[config.mk]
export PLATFORM = sky130hd
export DESIGN_NAME = traffic_light_monitor
export DESIGN_NICKNAME = d
export VERILOG_FILES = /design/src/rtl/traffic_light_monitor_pkg.sv /design/src/rtl/traffic_light_monitor_tracker.sv /design/src/rtl/traffic_light_monitor.sv
export SDC_FILE = /design/constraint.sdc
export NUM_CORES = 1
export LEC_CHECK = 0
export BUFFER_PORTS_ARGS = -buffer_cell sky130_fd_sc_hd__clkbuf_2
export CORE_MARGIN = 2
export CORE_UTILIZATION = 58
export DETAILED_ROUTE_END_ITERATION = 16
export GPL_ROUTABILITY_DRIVEN = 0
export PLACE_DENSITY = 0.8
export SLEW_MARGIN = 20
export SYNTH_ARGS = -nofsm -noshare
export SYNTH_HDL_FRONTEND = slang
export SYNTH_SLANG_ARGS = --single-unit
export TNS_END_PERCENT = 20
[constraint.sdc]
create_clock -name clk -period 2.8 [get_ports clk]
set_clock_uncertainty 0.15 [all_clocks]
set_input_delay 0.28 -clock clk [delete_from_list [all_inputs] [get_ports clk]]
set_output_delay 0.28 -clock clk [all_outputs]
set_load 0.01 [all_outputs]
[src/rtl/traffic_light_monitor_pkg.sv]
// traffic_monitor_pkg
// Shared definitions for the traffic light monitor: light codes as driven on
// La/Lb, the per-direction phase state type, and the err_code values.
// Build option: TLM_STARVE_CHECK_EN (see light_phase_tracker) enables the
// starvation check; the package itself is the same in both builds.
package traffic_monitor_pkg;

  // One-hot light codes on the controller's light interface
  localparam logic [2:0] CODE_RED    = 3'b100;
  localparam logic [2:0] CODE_YELLOW = 3'b010;
  localparam logic [2:0] CODE_GREEN  = 3'b001;

  typedef enum logic [1:0] {
    S_UNKNOWN = 2'd0,
    S_RED     = 2'd1,
    S_YELLOW  = 2'd2,
    S_GREEN   = 2'd3
  } light_state_t;

  // err_code values; a lower value wins when several errors fire together
  localparam logic [2:0] ERR_NONE     = 3'd0;
  localparam logic [2:0] ERR_CONFLICT = 3'd1;
  localparam logic [2:0] ERR_SEQUENCE = 3'd2;
  localparam logic [2:0] ERR_YELLOW   = 3'd3;
  localparam logic [2:0] ERR_STARVE   = 3'd4;

  // Map a sampled light code to its phase; anything not one-hot is S_UNKNOWN
  function automatic light_state_t decode_light(input logic [2:0] code);
    light_state_t st;
    case (code)
      CODE_RED:    st = S_RED;
      CODE_YELLOW: st = S_YELLOW;
      CODE_GREEN:  st = S_GREEN;
      default:     st = S_UNKNOWN;
    endcase
    return st;
  endfunction

endpackage

[src/rtl/traffic_light_monitor_tracker.sv]
// light_phase_tracker
// Follows one direction's light phase and produces that direction's error
// strobes for the sampling tick (combinational, gated by tick; the top level
// registers them). Also keeps the RED->GREEN episode counter.
// Build option: TLM_STARVE_CHECK_EN adds the sensor wait counter and the
// starvation strobe; without it starve_s is constant 0.
// Ports:
//   clk, reset     clock, synchronous active-high reset
//   tick           sample enable
//   sensor         this direction's sensor
//   light[2:0]     this direction's light code
//   seq_err_s      illegal transition / invalid code on this tick
//   yellow_err_s   Y->R on this tick with wrong yellow length
//   starve_s       wait counter reaches MAX_WAIT on this tick
//   green_cnt[W]   completed RED->GREEN transitions, wraps
module light_phase_tracker
  import traffic_monitor_pkg::*;
#(
  parameter int YELLOW_TICKS = 3,
  parameter int MAX_WAIT     = 8,
  parameter int CNT_W        = 8
) (
  input  logic             clk,
  input  logic             reset,
  input  logic             tick,
  input  logic             sensor,
  input  logic [2:0]       light,
  output logic             seq_err_s,
  output logic             yellow_err_s,
  output logic             starve_s,
  output logic [CNT_W-1:0] green_cnt
);

  light_state_t     state_r;
  light_state_t     code_st_s;
  logic             legal_s;
  logic [CNT_W-1:0] ycnt_r;
  logic [CNT_W-1:0] green_cnt_r;

  assign code_st_s = decode_light(light);
  assign green_cnt = green_cnt_r;

  // Legal next phase from the current one (holding a phase is legal)
  always_comb begin
    legal_s = 1'b0;
    case (state_r)
      S_GREEN:  legal_s = (code_st_s == S_GREEN)  || (code_st_s == S_YELLOW);
      S_YELLOW: legal_s = (code_st_s == S_YELLOW) || (code_st_s == S_RED);
      S_RED:    legal_s = (code_st_s == S_RED)    || (code_st_s == S_GREEN);
      default:  legal_s = 1'b0;
    endcase
  end

  // Error strobes for this tick; an illegal exit from yellow is only a sequence error
  always_comb begin
    seq_err_s    = 1'b0;
    yellow_err_s = 1'b0;
    if (!tick) begin
      seq_err_s = 1'b0;
    end else if (state_r == S_UNKNOWN) begin
      seq_err_s = (code_st_s == S_UNKNOWN);
    end else if (!legal_s) begin
      seq_err_s = 1'b1;
    end else if ((state_r == S_YELLOW) && (code_st_s == S_RED)) begin
      yellow_err_s = (ycnt_r != CNT_W'(YELLOW_TICKS));
    end else begin
      yellow_err_s = 1'b0;
    end
  end

  // Phase FSM with yellow-length counter and green episode counter
  always_ff @(posedge clk) begin
    if (reset) begin
      state_r     <= S_UNKNOWN;
      ycnt_r      <= {CNT_W{1'b0}};
      green_cnt_r <= {CNT_W{1'b0}};
    end else if (tick) begin
      if (state_r == S_UNKNOWN) begin
        // First valid sample is taken as-is, no transition check
        state_r <= code_st_s;
        if (code_st_s == S_YELLOW) begin
          ycnt_r <= CNT_W'(1);
        end else begin
          ycnt_r <= ycnt_r;
        end
      end else if (!legal_s) begin
        state_r <= S_UNKNOWN;
      end else begin
        state_r <= code_st_s;
        if ((code_st_s == S_YELLOW) && (state_r != S_YELLOW)) begin
          ycnt_r <= CNT_W'(1);
        end else if ((code_st_s == S_YELLOW) && (ycnt_r != {CNT_W{1'b1}})) begin
          ycnt_r <= ycnt_r + CNT_W'(1);
        end else begin
          ycnt_r <= ycnt_r;
        end
        if ((state_r == S_RED) && (code_st_s == S_GREEN)) begin
          green_cnt_r <= green_cnt_r + CNT_W'(1);
        end else begin
          green_cnt_r <= green_cnt_r;
        end
      end
    end else begin
      state_r <= state_r;
    end
  end

`ifdef TLM_STARVE_CHECK_EN
  logic [CNT_W-1:0] wait_r;
  logic             waiting_s;

  assign waiting_s = sensor && (light != CODE_GREEN);

  // Strobe only on the tick that brings the counter up to MAX_WAIT
  always_comb begin
    starve_s = 1'b0;
    if (tick && waiting_s && (wait_r == CNT_W'(MAX_WAIT - 1))) begin
      starve_s = 1'b1;
    end else begin
      starve_s = 1'b0;
    end
  end

  // Wait counter: counts while served late, holds at MAX_WAIT, clears when served or idle
  always_ff @(posedge clk) begin
    if (reset) begin
      wait_r <= {CNT_W{1'b0}};
    end else if (tick) begin
      if (!waiting_s) begin
        wait_r <= {CNT_W{1'b0}};
      end else if (wait_r != CNT_W'(MAX_WAIT)) begin
        wait_r <= wait_r + CNT_W'(1);
      end else begin
        wait_r <= wait_r;
      end
    end else begin
      wait_r <= wait_r;
    end
  end
`else
  logic [CNT_W-1:0] unused_wait_s;
  assign unused_wait_s = CNT_W'(MAX_WAIT) ^ {CNT_W{sensor}};
  assign starve_s      = 1'b0;
`endif

endmodule

[src/rtl/traffic_light_monitor.sv]
// traffic_light_monitor
// Passive checker for the traffic light controller's light interface. Each
// direction's phase is tracked by a light_phase_tracker; this level adds the
// conflicting-green check, registers every error pulse one clock after the
// sampling tick, and keeps the sticky err_any and first-error err_code.
// Build option: TLM_STARVE_CHECK_EN enables starvation checking (err_starve,
// code 4); undefined, err_starve stays 0.
// Ports:
//   clk, reset         clock, synchronous active-high reset (wins over tick)
//   tick               sample enable
//   Sa, Sb             street sensors
//   La, Lb [2:0]       street light codes
//   err_conflict       pulse: both lights non-red
//   err_sequence       pulse: illegal transition or invalid code
//   err_yellow         pulse: wrong yellow length
//   err_starve         pulse: sensor waited MAX_WAIT ticks
//   err_any            sticky OR of all errors
//   err_code [2:0]     first error since reset
//   green_cnt_a/b      RED->GREEN counts per street
module traffic_light_monitor
  import traffic_monitor_pkg::*;
#(
  parameter int YELLOW_TICKS = 3,
  parameter int MAX_WAIT     = 8,
  parameter int CNT_W        = 8
) (
  input  logic             clk,
  input  logic             reset,
  input  logic             tick,
  input  logic             Sa,
  input  logic             Sb,
  input  logic [2:0]       La,
  input  logic [2:0]       Lb,
  output logic             err_conflict,
  output logic             err_sequence,
  output logic             err_yellow,
  output logic             err_starve,
  output logic             err_any,
  output logic [2:0]       err_code,
  output logic [CNT_W-1:0] green_cnt_a,
  output logic [CNT_W-1:0] green_cnt_b
);

  logic       seq_a_s, seq_b_s, yel_a_s, yel_b_s, starve_a_s, starve_b_s;
  logic       conflict_s;
  logic [2:0] first_code_s;
  logic       err_conflict_r, err_sequence_r, err_yellow_r, err_starve_r;
  logic       err_any_r;
  logic [2:0] err_code_r;

  light_phase_tracker #(
    .YELLOW_TICKS(YELLOW_TICKS), .MAX_WAIT(MAX_WAIT), .CNT_W(CNT_W)
  ) u_track_a (
    .clk(clk), .reset(reset), .tick(tick), .sensor(Sa), .light(La),
    .seq_err_s(seq_a_s), .yellow_err_s(yel_a_s), .starve_s(starve_a_s),
    .green_cnt(green_cnt_a)
  );

  light_phase_tracker #(
    .YELLOW_TICKS(YELLOW_TICKS), .MAX_WAIT(MAX_WAIT), .CNT_W(CNT_W)
  ) u_track_b (
    .clk(clk), .reset(reset), .tick(tick), .sensor(Sb), .light(Lb),
    .seq_err_s(seq_b_s), .yellow_err_s(yel_b_s), .starve_s(starve_b_s),
    .green_cnt(green_cnt_b)
  );

  // Conflict check on raw codes, independent of either tracker's state
  always_comb begin
    conflict_s = 1'b0;
    if (tick) begin
      conflict_s = (La != CODE_RED) && (Lb != CODE_RED);
    end else begin
      conflict_s = 1'b0;
    end
  end

  // Highest-priority (lowest) error code present on this tick
  always_comb begin
    first_code_s = ERR_NONE;
    if (conflict_s) begin
      first_code_s = ERR_CONFLICT;
    end else if (seq_a_s || seq_b_s) begin
      first_code_s = ERR_SEQUENCE;
    end else if (yel_a_s || yel_b_s) begin
      first_code_s = ERR_YELLOW;
    end else if (starve_a_s || starve_b_s) begin
      first_code_s = ERR_STARVE;
    end else begin
      first_code_s = ERR_NONE;
    end
  end

  // Error pulse registers plus sticky summary, all updated in the same clock
  always_ff @(posedge clk) begin
    if (reset) begin
      err_conflict_r <= 1'b0;
      err_sequence_r <= 1'b0;
      err_yellow_r   <= 1'b0;
      err_starve_r   <= 1'b0;
      err_any_r      <= 1'b0;
      err_code_r     <= ERR_NONE;
    end else begin
      err_conflict_r <= conflict_s;
      err_sequence_r <= seq_a_s || seq_b_s;
      err_yellow_r   <= yel_a_s || yel_b_s;
      err_starve_r   <= starve_a_s || starve_b_s;
      err_any_r      <= err_any_r || (first_code_s != ERR_NONE);
      if (err_code_r == ERR_NONE) begin
        err_code_r <= first_code_s;
      end else begin
        err_code_r <= err_code_r;
      end
    end
  end

  assign err_conflict = err_conflict_r;
  assign err_sequence = err_sequence_r;
  assign err_yellow   = err_yellow_r;
  assign err_starve   = err_starve_r;
  assign err_any      = err_any_r;
  assign err_code     = err_code_r;

endmodule

Word level (Yosys, flattened, before mapping)
Cells that the tools add are included.
{"block": "totals", "latch_bits": 0, "ram_bits": 0, "word_cells": 113, "register_bits": 43, "romBits": 0, "in_bits": 11, "n_memories": 0, "out_inout_bits": 24}
{"block": "op_classes", "mux": 36, "shift": 0, "magnitude_cmp": 0, "n_addsub": 4, "eq_ne": 28, "multipliers": 0, "n_bitwise": 2, "div": 0, "n_reduce_logical": 32}
{"operator": "$mux W8", "n": 10}
{"operator": "$add A8 B1 Y8 const B", "n": 4}
{"operator": "$eq A2 B2 Y1 const B", "n": 8}
{"operator": "$ne A8 B2 Y1 const B", "n": 2}
{"operator": "$ne A8 B8 Y1 const B", "n": 2}
{"operator": "$reduce_and A4 Y1", "n": 4}
{"operator": "$mux W1", "n": 15}
{"operator": "$mux W2", "n": 7}
{"operator": "$pmux W2 S3", "n": 2}
{"operator": "$logic_and A1 B1 Y1", "n": 9}
{"operator": "$logic_or A1 B1 Y1", "n": 9}
{"operator": "$reduce_bool A3 Y1", "n": 3}
{"operator": "$eq A2 B1 Y1 const B", "n": 4}
{"operator": "$logic_not A2 Y1", "n": 4}
{"operator": "$ne A2 B2 Y1 const B", "n": 4}
{"operator": "$eq A3 B1 Y1 const B", "n": 2}
{"operator": "$eq A3 B2 Y1 const B", "n": 2}
{"operator": "$eq A3 B3 Y1 const B", "n": 2}
{"operator": "$ne A3 B3 Y1 const B", "n": 2}
{"operator": "$pmux W1 S3", "n": 2}
{"operator": "$reduce_bool A2 Y1", "n": 2}
{"operator": "$logic_not A3 Y1", "n": 1}
{"operator": "$not A1 Y1", "n": 2}

Longest topological paths before layout
Gate-level depths: netlist of run 1.
{"block": "logic_depth", "ltp_word": 14, "depth_mapped": 8, "mapped_depth_nobuf": 7}

Hierarchy
Synthesis of run 1 repeated with hierarchy kept, for this count alone.
{"block": "hier_totals", "cells_unflattened": 310, "hier_area_um2": 2673.8}
{"module": "light_phase_tracker (u_track_a)", "seq_area_each_um2": 360.3, "cells_each": 143, "area_per_inst_um2": 1198.6, "n_inst": 1}
{"module": "light_phase_tracker (u_track_b)", "seq_area_each_um2": 360.3, "cells_each": 138, "area_per_inst_um2": 1158.6, "n_inst": 1}
{"module": "traffic_light_monitor", "seq_area_each_um2": 160.2, "cells_each": 29, "area_per_inst_um2": 316.6, "n_inst": 1}

Worst setup path before layout of run 1
Ideal clock, no wire load.
{"block": "synth_path", "path_kind": "register to register", "from": "reg u_track_a.state_r[1]", "to": "reg u_track_a.ycnt_r[5]", "setup_ns": 0.096, "stages_incl_launch_ff": 9, "synth_period_minus_slack_ns": 2.273, "path_slack_ns": 0.527, "arrival_ns": 2.027, "path_buffers": 1, "required_time_ns": 2.554, "cell_sequence": "dfxtp_1 inv_1 ha_1 or3b_1 a21oi_4 nor3_2 or3_1 buf_2 o41ai_2"}
{"block": "synth_via", "elab_chain_cells": 5, "elab_cells_between_ends": 14, "cone_classes": "eq/ne (5); mux (4); reduce/logical (5)"}
{"item": "from (decl)", "line": "traffic_light_monitor_tracker.sv:34", "rtl": "light_state_t state_r;"}
{"item": "from (signal assigned)", "line": "traffic_light_monitor_tracker.sv:80", "rtl": "state_r <= code_st_s;"}
{"item": "from (signal assigned)", "line": "traffic_light_monitor_tracker.sv:89", "rtl": "state_r <= code_st_s;"}
{"item": "from (signal assigned)", "line": "traffic_light_monitor_tracker.sv:104", "rtl": "state_r <= state_r;"}
{"item": "branches (longest 5 deep; another with $reduce_and A4 Y1)"}
{"item": "to (signal assigned)", "line": "traffic_light_monitor_tracker.sv:84", "rtl": "ycnt_r <= ycnt_r;"}
{"item": "to (signal assigned)", "line": "traffic_light_monitor_tracker.sv:93", "rtl": "ycnt_r <= ycnt_r + CNT_W'(1);"}
{"item": "to (signal assigned)", "line": "traffic_light_monitor_tracker.sv:95", "rtl": "ycnt_r <= ycnt_r;"}
{"item": "to (decl)", "line": "traffic_light_monitor_tracker.sv:37", "rtl": "logic [CNT_W-1:0] ycnt_r;"}
Parallel ways; which one is timed is not known. The select of a mux whose other input is x is not followed.
A chain may end at the register's enable or synchronous reset.

Worst setup path in the final report of run 1
Same ends and word-level chain as after synthesis.

==> metrics.md, run 1 <==
| Metric | Value |
|---|---|
| Number of max-cap violations | 0 |
| Crit Reg-Reg Endpoint | u_track_a.ycnt_r[5] |
| CTS tree | built |
| Die height | 71.3 um |
| CP Class | register to register |
| Kind of start point of the critical path | register |
| Most instantiated cells after synthesis | dfxtp_1, nor2_1, nand3_1, a21oi_1, inv_1 |
| Core area | 4350 um^2 |
| N_diodes | 0 |
| Placed cells | 380 |
| Sequential area share after synthesis | between 30% and 40% |
| Gate count after technology mapping | 307 |
| CP Data Required Time | 2.86 ns |
| NetSw | around 0.31 mW |
| DRT Pass-1 Iters | 4 |
| Unrepaired setup endpoints after global routing | false |
| Synth area leaders | dfxtp_1, ha_1, nand3_1 |
| First-pass GRT wire length | 9640 um |
| Mean routed wirelength per cell | around 14 um |
| Hold endpoint | u_track_b.state_r[0] |
| # clock sinks | 42 |
| Fraction of layout cells with a size suffix above 1 | 17.0% |
| Synth top area share | 32.0% |
| Asr flop ratio synth | 0% |
| Vias in the first global route | 2177 |
| Arrival @ worst endpoint | 2.54 ns |
| Flops & latches, synth | 42 |
| Initial core utilization | between 60% and 70% |
| Largest net degree at the start of global routing | 26 |
| Endpoints failing hold | 0 |
| Hold Path Stages | 3 |
| GRT overflow | 0 |
| Cell Count, Final, Fillers Out | 387 |
| CTS Hold Bufs | 0 |
| FF-to-FF setup slack | 0.32 ns |
| Cell Area, Synth | 2630 um^2 |
| Hold slack final | 0.174 ns |
| Net Sw Frac | 24.5% |
| Setup bufs post-CTS | 0 |
| Deepest clock path buffer count | 2 |
| Leak Pwr | about 1.1 nW |
| Worst slew pin tran | 0.734 ns |
| Final period util | 88.7% |
| RR Startpoint | u_track_a.state_r[1] |
| Via/cell ratio | roughly 6 |
| DR vias | 2377 |
| Internal | 0.946 mW |
| Initial antenna violation count | 0 |
| Slew Viols, Final | 0 |
| Most frequent cell after synthesis | dfxtp_1 |
| Count of buffers from port buffering | 30 |
| Post-synth cell types | 73 |
| Top FF cell, synth | dfxtp_1 |
| Starting DRT DRC Count | 168 |
| Post-DP HPWL | 3950 um |
| Post-synth top area cell | dfxtp_1 |
| Area grow syn2layout | 10.2% |
| Final setup vio count | 0 |
| Reg2Reg Depth | 7 |
| Clock transition at path regs | ~0.08 ns |
| Nets | 358 |
| Max Clk Rate | 403 MHz |
| Mean post-synth cell area | between 8 and 9 um^2 |
| Outcome | completed |
| Ports | 35 |
| Synth warn | 0 |
| Crit path time final | 2.48 ns |
| Total Wirelength | 5610 um |
| Clock power frac | about two fifths |
| Combinational share of power | 11.5% |
| Residual DRC count | 0 |
| Pre-CTS setup slack | approximately 0.33 ns |
| Clock root buffer master | clkbuf_8 |
| Row cnt | 24 |
| Crit. End Element | register |
| Pwr/cell area | 433 nW/um^2 |
| Die W | 71.3 um |
| Worst Hold Class | input port to register |
| CTS H-tree lvls | 2 |
| Slew margin rel. | between 50% and 60% |
| Num CTS Buffers | 5 |
| Post-CTS resize count | 0 |
| Tot GR Track Use | 23.3% |
| Number of flops mapped to enable cells by yosys | 0 |
| Crit Path Max Fanout | 8 |
| IR drop worst, VDD | 0.000308 V |
| Antenna viol nets, final | 0 |
| Reg power frac | between 40% and 50% |
| Final TNS setup | 0 ns |
| HP Start | tick |
| Clock latency at the later pin of the worst-skew pair | 0.30 ns |
| Worst Slack Setup Final | around 0.32 ns |
| Full die area | 5080 um^2 |
layer usage:
metal / vias to the layer above / part of all wire [%] / global-route usage, %
met1: 1135 / 47 / 29.6
met4: 0 / 1.3 / 7.97
met5: - / 0 / 0
met3: 6 / 3.2 / 4.64
met2: 36 / 48 / 39.5
li1: 1200 / - / -
sequential cells by signal, indices dropped and copies added (netlist names):
signal	flops
u_track_a.state_r	2
err_sequence	1
u_track_a.green_cnt	8
err_yellow	1
u_track_b.green_cnt	8
err_conflict	1
u_track_a.ycnt_r	8
u_track_b.ycnt_r	8
err_any	1
u_track_b.state_r	2
err_code	2
through the flow:
step           util [%]  power, mW  area (um^2)
3_3_place_gp       63.9      0.769         2780
3_5_place_dp       63.9      0.772         2780
5_1_grt            66.5       1.30         2900
4_1_cts            66.5       1.26         2900
2_1_floorplan         -      0.736         2630
6_report           66.5       1.25         2900
cell usage in the layout (no fill, tap or decap), types with 6 or more instances in the layout:
cell type / count
nand2_1: 12
and3_1: 7
xor2_1: 7
nand4_1: 8
clkbuf_8: 6
or4_1: 6
nand3_1: 21
a21oi_1: 15
ha_1: 12
nor2_1: 28
nor3_1: 8
clkbuf_2: 30
dfxtp_1: 42
inv_1: 14
area by class of cell:
cell class | instances | area (um^2)
fill | 368 | 1460
clock inverter | 1 | 30.0
tap | 52 | 65.1
clock buffer | 6 | 82.6
multi-input combinational | 236 | 1630
timing repair buffer | 35 | 188
inverter | 15 | 56.3
sequential | 42 | 841
power groups by stage:
stage | registers, mW | clock network, mW | logic, mW
floorplan | 0.632 | 0 | 0.104
global placement | 0.629 | 0 | 0.140
detailed placement | 0.630 | 0 | 0.142
CTS | 0.616 | 0.503 | 0.143
global route | 0.618 | 0.521 | 0.159
finish | 0.616 | 0.494 | 0.144
worst max-delay path: stages, from the launching register on:
cell     delay [ns]
dfxtp_1        0.36
inv_1          0.09
ha_1           0.19
or3b_1         0.42
a21oi_4        0.30
nor3_2         0.11
or3_1          0.49
o41ai_2        0.29
how the worst max path moves through the flow:
stage	start	endpoint	slack, ns	depth (start not counted)
floorplan	u_track_a.state_r[1]	u_track_a.ycnt_r[5]	0.53	8
global placement	u_track_a.state_r[1]	u_track_a.ycnt_r[5]	0.39	7
detailed placement	u_track_a.state_r[1]	u_track_a.ycnt_r[5]	0.33	7
CTS	u_track_a.state_r[1]	u_track_a.ycnt_r[5]	0.31	7
global route	u_track_a.state_r[1]	u_track_a.ycnt_r[5]	0.15	7
finish	u_track_a.state_r[1]	u_track_a.ycnt_r[5]	0.32	7
cells by family (layout without fill, tap and decap cells):
kind of cell / Yosys count / after routing / synth area share, %
xor gates and xnor gates: 12 / 12 / 4.00
buffers and inverters: 30 / 57 / 6.00
AOI/OAI and AO/OA: 75 / 75 / 22.0
other: 1 / 2 / 0.143
adders and majority gates: 12 / 12 / 5.71
DFF: 42 / 42 / 32.0
muxes: 4 / 4 / 1.52
and+or+nand+nor: 131 / 131 / 28.6
Note: power is estimated with default switching activity, not from simulation.
==> run 2: changes to the inputs <==
Settings changed: ABC_AREA set to 1, CORE_UTILIZATION 58 to 57, PLACE_DENSITY 0.8 to 0.79.
==> run 2 against run 1 <==
Cell area shrank 5.4%. Utilization down 2.3 points. Routed wire length down 7.2%. First-iteration DRC count shrank 42%. Register-to-register slack improved by 0.37 ns. Power fell by 8.0%. Sequential cell count stayed put. Critical path type unchanged.
==> metrics.md, run 2 <==
| Metric | Value |
|---|---|
| Post-synth top area cell | dfxtp_1 |
| Final TNS setup | 0 ns |
| Flops & latches, synth | 42 |
| CTS H-tree lvls | 2 |
| Deepest clock path buffer count | 2 |
| Leak Pwr | 1.17 nW |
| Hold endpoint | u_track_b.state_r[1] |
| Crit. End Element | register |
| Endpoints failing hold | 0 |
| Fraction of layout cells with a size suffix above 1 | 15.8% |
| Post-CTS resize count | 0 |
| Initial antenna violation count | 0 |
| Top FF cell, synth | dfxtp_1 |
| First-pass GRT wire length | roughly 9300 um |
| Number of max-cap violations | 0 |
| Pwr/cell area | 421 nW/um^2 |
| CP Class | register to register |
| Ports | 35 |
| Final period util | between 70% and 80% |
| DRT Pass-1 Iters | 4 |
| Antenna viol nets, final | 0 |
| Area share of and/or/nand/nor cells after synthesis | about a third |
| Full die area | 4900 um^2 |
| Kind of start point of the critical path | register |
| Final core occ | 64.2% |
| # fillers | 405 |
| Crit Reg-Reg Endpoint | u_track_a.ycnt_r[4] |
| Area grow syn2layout | 10.3% |
| Hold slack final | 0.197 ns |
| Worst slew pin tran | 0.561 ns |
| Asr flop ratio synth | 0% |
| Gate count after technology mapping | ~360 |
| Post-DP HPWL | 3820 um |
| Crit Path Max Fanout | 13 |
| Tot GR Track Use | 23.2% |
| Core area | 4260 um^2 |
| GRT overflow | 0 |
| Vias in the first global route | approximately 2200 |
| Total Wirelength | around 5200 um |
| Arrival @ worst endpoint | approximately 2.1 ns |
| Hold Path Stages | 4 |
| Sequential area share after synthesis | 33.9% |
| Slew Viols, Final | 0 |
| Unrepaired setup endpoints after global routing | false |
| Residual DRC count | 0 |
| Final setup vio count | 0 |
| Clock latency at the later pin of the worst-skew pair | 0.30 ns |
| Worst Hold Class | input port to register |
| Clock root buffer master | clkbuf_8 |
| CP Data Required Time | 2.81 ns |
| RR Startpoint | u_track_a.ycnt_r[0] |
| HP Start | Lb[1] |
| Most frequent cell after synthesis | nand2_1 |
| Nets | 414 |
| Slew margin rel. | 62.5% |
| Worst setup path start | u_track_a.ycnt_r[0] |
| Mean post-synth cell area | 6.86 um^2 |
| Crit path time final | 2.11 ns |
| Adder-cell share of the synthesized area | under 10% |
| Synth warn | 0 |
| Largest net degree at the start of global routing | 27 |
| Clock transition at path regs | approximately 0.080 ns |
| CTS tree | built |
| Mux cell area share after synthesis | 0% |
| Row cnt | 24 |
| Max Clk Rate | 473 MHz |
| Number of flops mapped to enable cells by yosys | 0 |
| N_diodes | 0 |
| XOR/XNOR Fraction of Synth Area | 3.53% |
| Num CTS Buffers | 5 |
| Post-synth cell types | 36 |
| CTS Hold Bufs | 0 |
| Most instantiated cells after synthesis | nand2_1, inv_1, dfxtp_1, a21oi_1, nor2_1 |
| Post-synthesis compound-gate area fraction | 14.2% |
| Main combinational cell family by area after synthesis | simple AND/OR/NAND/NOR gates |
| Die height | 70.0 um |
| IR drop worst, VDD | 0.000314 V |
| Reg2Reg Depth | 12 |
| Starting DRT DRC Count | 98 |
| DR vias | 2316 |
| Cell Area, Synth | about 2500 um^2 |
| Initial core utilization | 58.2% |
| Synth top area share | 33.9% |
| Count of buffers from port buffering | 30 |
| Setup bufs post-CTS | 0 |
| Most common cell after layout, fill and taps aside | nand2_1 |
| Via/cell ratio | approximately 5.2 |
| # clock sinks | between 40 and 50 |
| Synth area leaders | dfxtp_1, nand2_1, a21oi_1 |
| Area post-placement | ~2600 um^2 |
| Commonest cells after routing, fill and taps aside | nand2_1, inv_1, dfxtp_1 |
| Outcome | completed |
| Mean routed wirelength per cell | 11.7 um |
| Post-Layout Inst Area | 2740 um^2 |
| FF-to-FF setup slack | 0.69 ns |
| Die W | 70.0 um |
==> run 2: changes by cell type in the layout (fill, tap and decap cells not counted), sizes merged, moves of 6 or more <==
cell    previous run  this run
o21ai             10        22
inv               14        49
a211oi             6         0
nor2              28        36
or4                6         0
nand2             12        80
nand3             21        33
a21oi             16        39
and3               7         0
==> run 2: power breakdown <==
group / switching (mW) / leakage [nW] / internal [mW]
Combinational: 0.0842 / 0.786 / 0.0399
Sequential: 0.0111 / 0.340 / 0.610
Clock: 0.210 / 0.0472 / 0.198
Total: 0.306 / 1.17 / 0.848
==> run 2: how the worst max path moves through the flow <==
stage	cells past startpoint	slack, ns	end
CTS	12	0.72	u_track_a.ycnt_r[4]
global route	12	0.45	u_track_a.ycnt_r[4]
detailed placement	12	0.73	u_track_a.ycnt_r[4]
floorplan	10	1.02	u_track_b.ycnt_r[0]
finish	12	0.69	u_track_a.ycnt_r[4]
global placement	12	0.79	u_track_a.ycnt_r[1]
==> run 2: critical path, stage by stage (launching register included) <==
cell and delay, ns:
dfxtp_1 0.38, ha_1 0.21, nand2_1 0.10, nor2_1 0.15
nand2_1 0.09, nor2_1 0.14, nand2_1 0.07, nand3_1 0.07
a21oi_1 0.07, nand2_2 0.20, clkinv_1 0.18, nand3_1 0.10
a21oi_1 0.07
==> run 2: layer usage <==
layer	GRT usage, %	wire length (um)	vias to the layer above
li1	-	-	1228
met1	28.1	2450	1052
met2	41.5	2590	32
met3	3.46	126	4
met4	8.12	40	0
met5	0	0	-
==> run 2: cell families after synthesis <==
logic type,Yosys count
AND/OR/NAND/NOR,171
AO/OA/AOI/OAI,65
buffers and inverters,61
flip-flops,42
adder cells (fa/ha/maj),12
XOR/XNOR,10
other,1
==> run 2: cell type report <==
cell class / instances / area (um^2) / share of cell area (%)
multi-input cells: 260 / 1390 / 50.6
flip-flops and latches: 42 / 841 / 30.7
inverters: 52 / 201 / 7.35
repair buffers: 30 / 150 / 5.48
clock buffers: 6 / 82.6 / 3.02
well taps: 52 / 65.1 / 2.38
clock inverters: 2 / 12.5 / 0.457
==> run 2: stage by stage <==
stage	setup WS [ns]	cells	total power, mW
3_3_place_gp	0.790	436	0.755
6_report	0.686	444	1.15
3_5_place_dp	0.734	436	0.759
5_1_grt	0.450	444	1.21
4_1_cts	0.723	444	1.16
2_1_floorplan	1.02	363	0.727
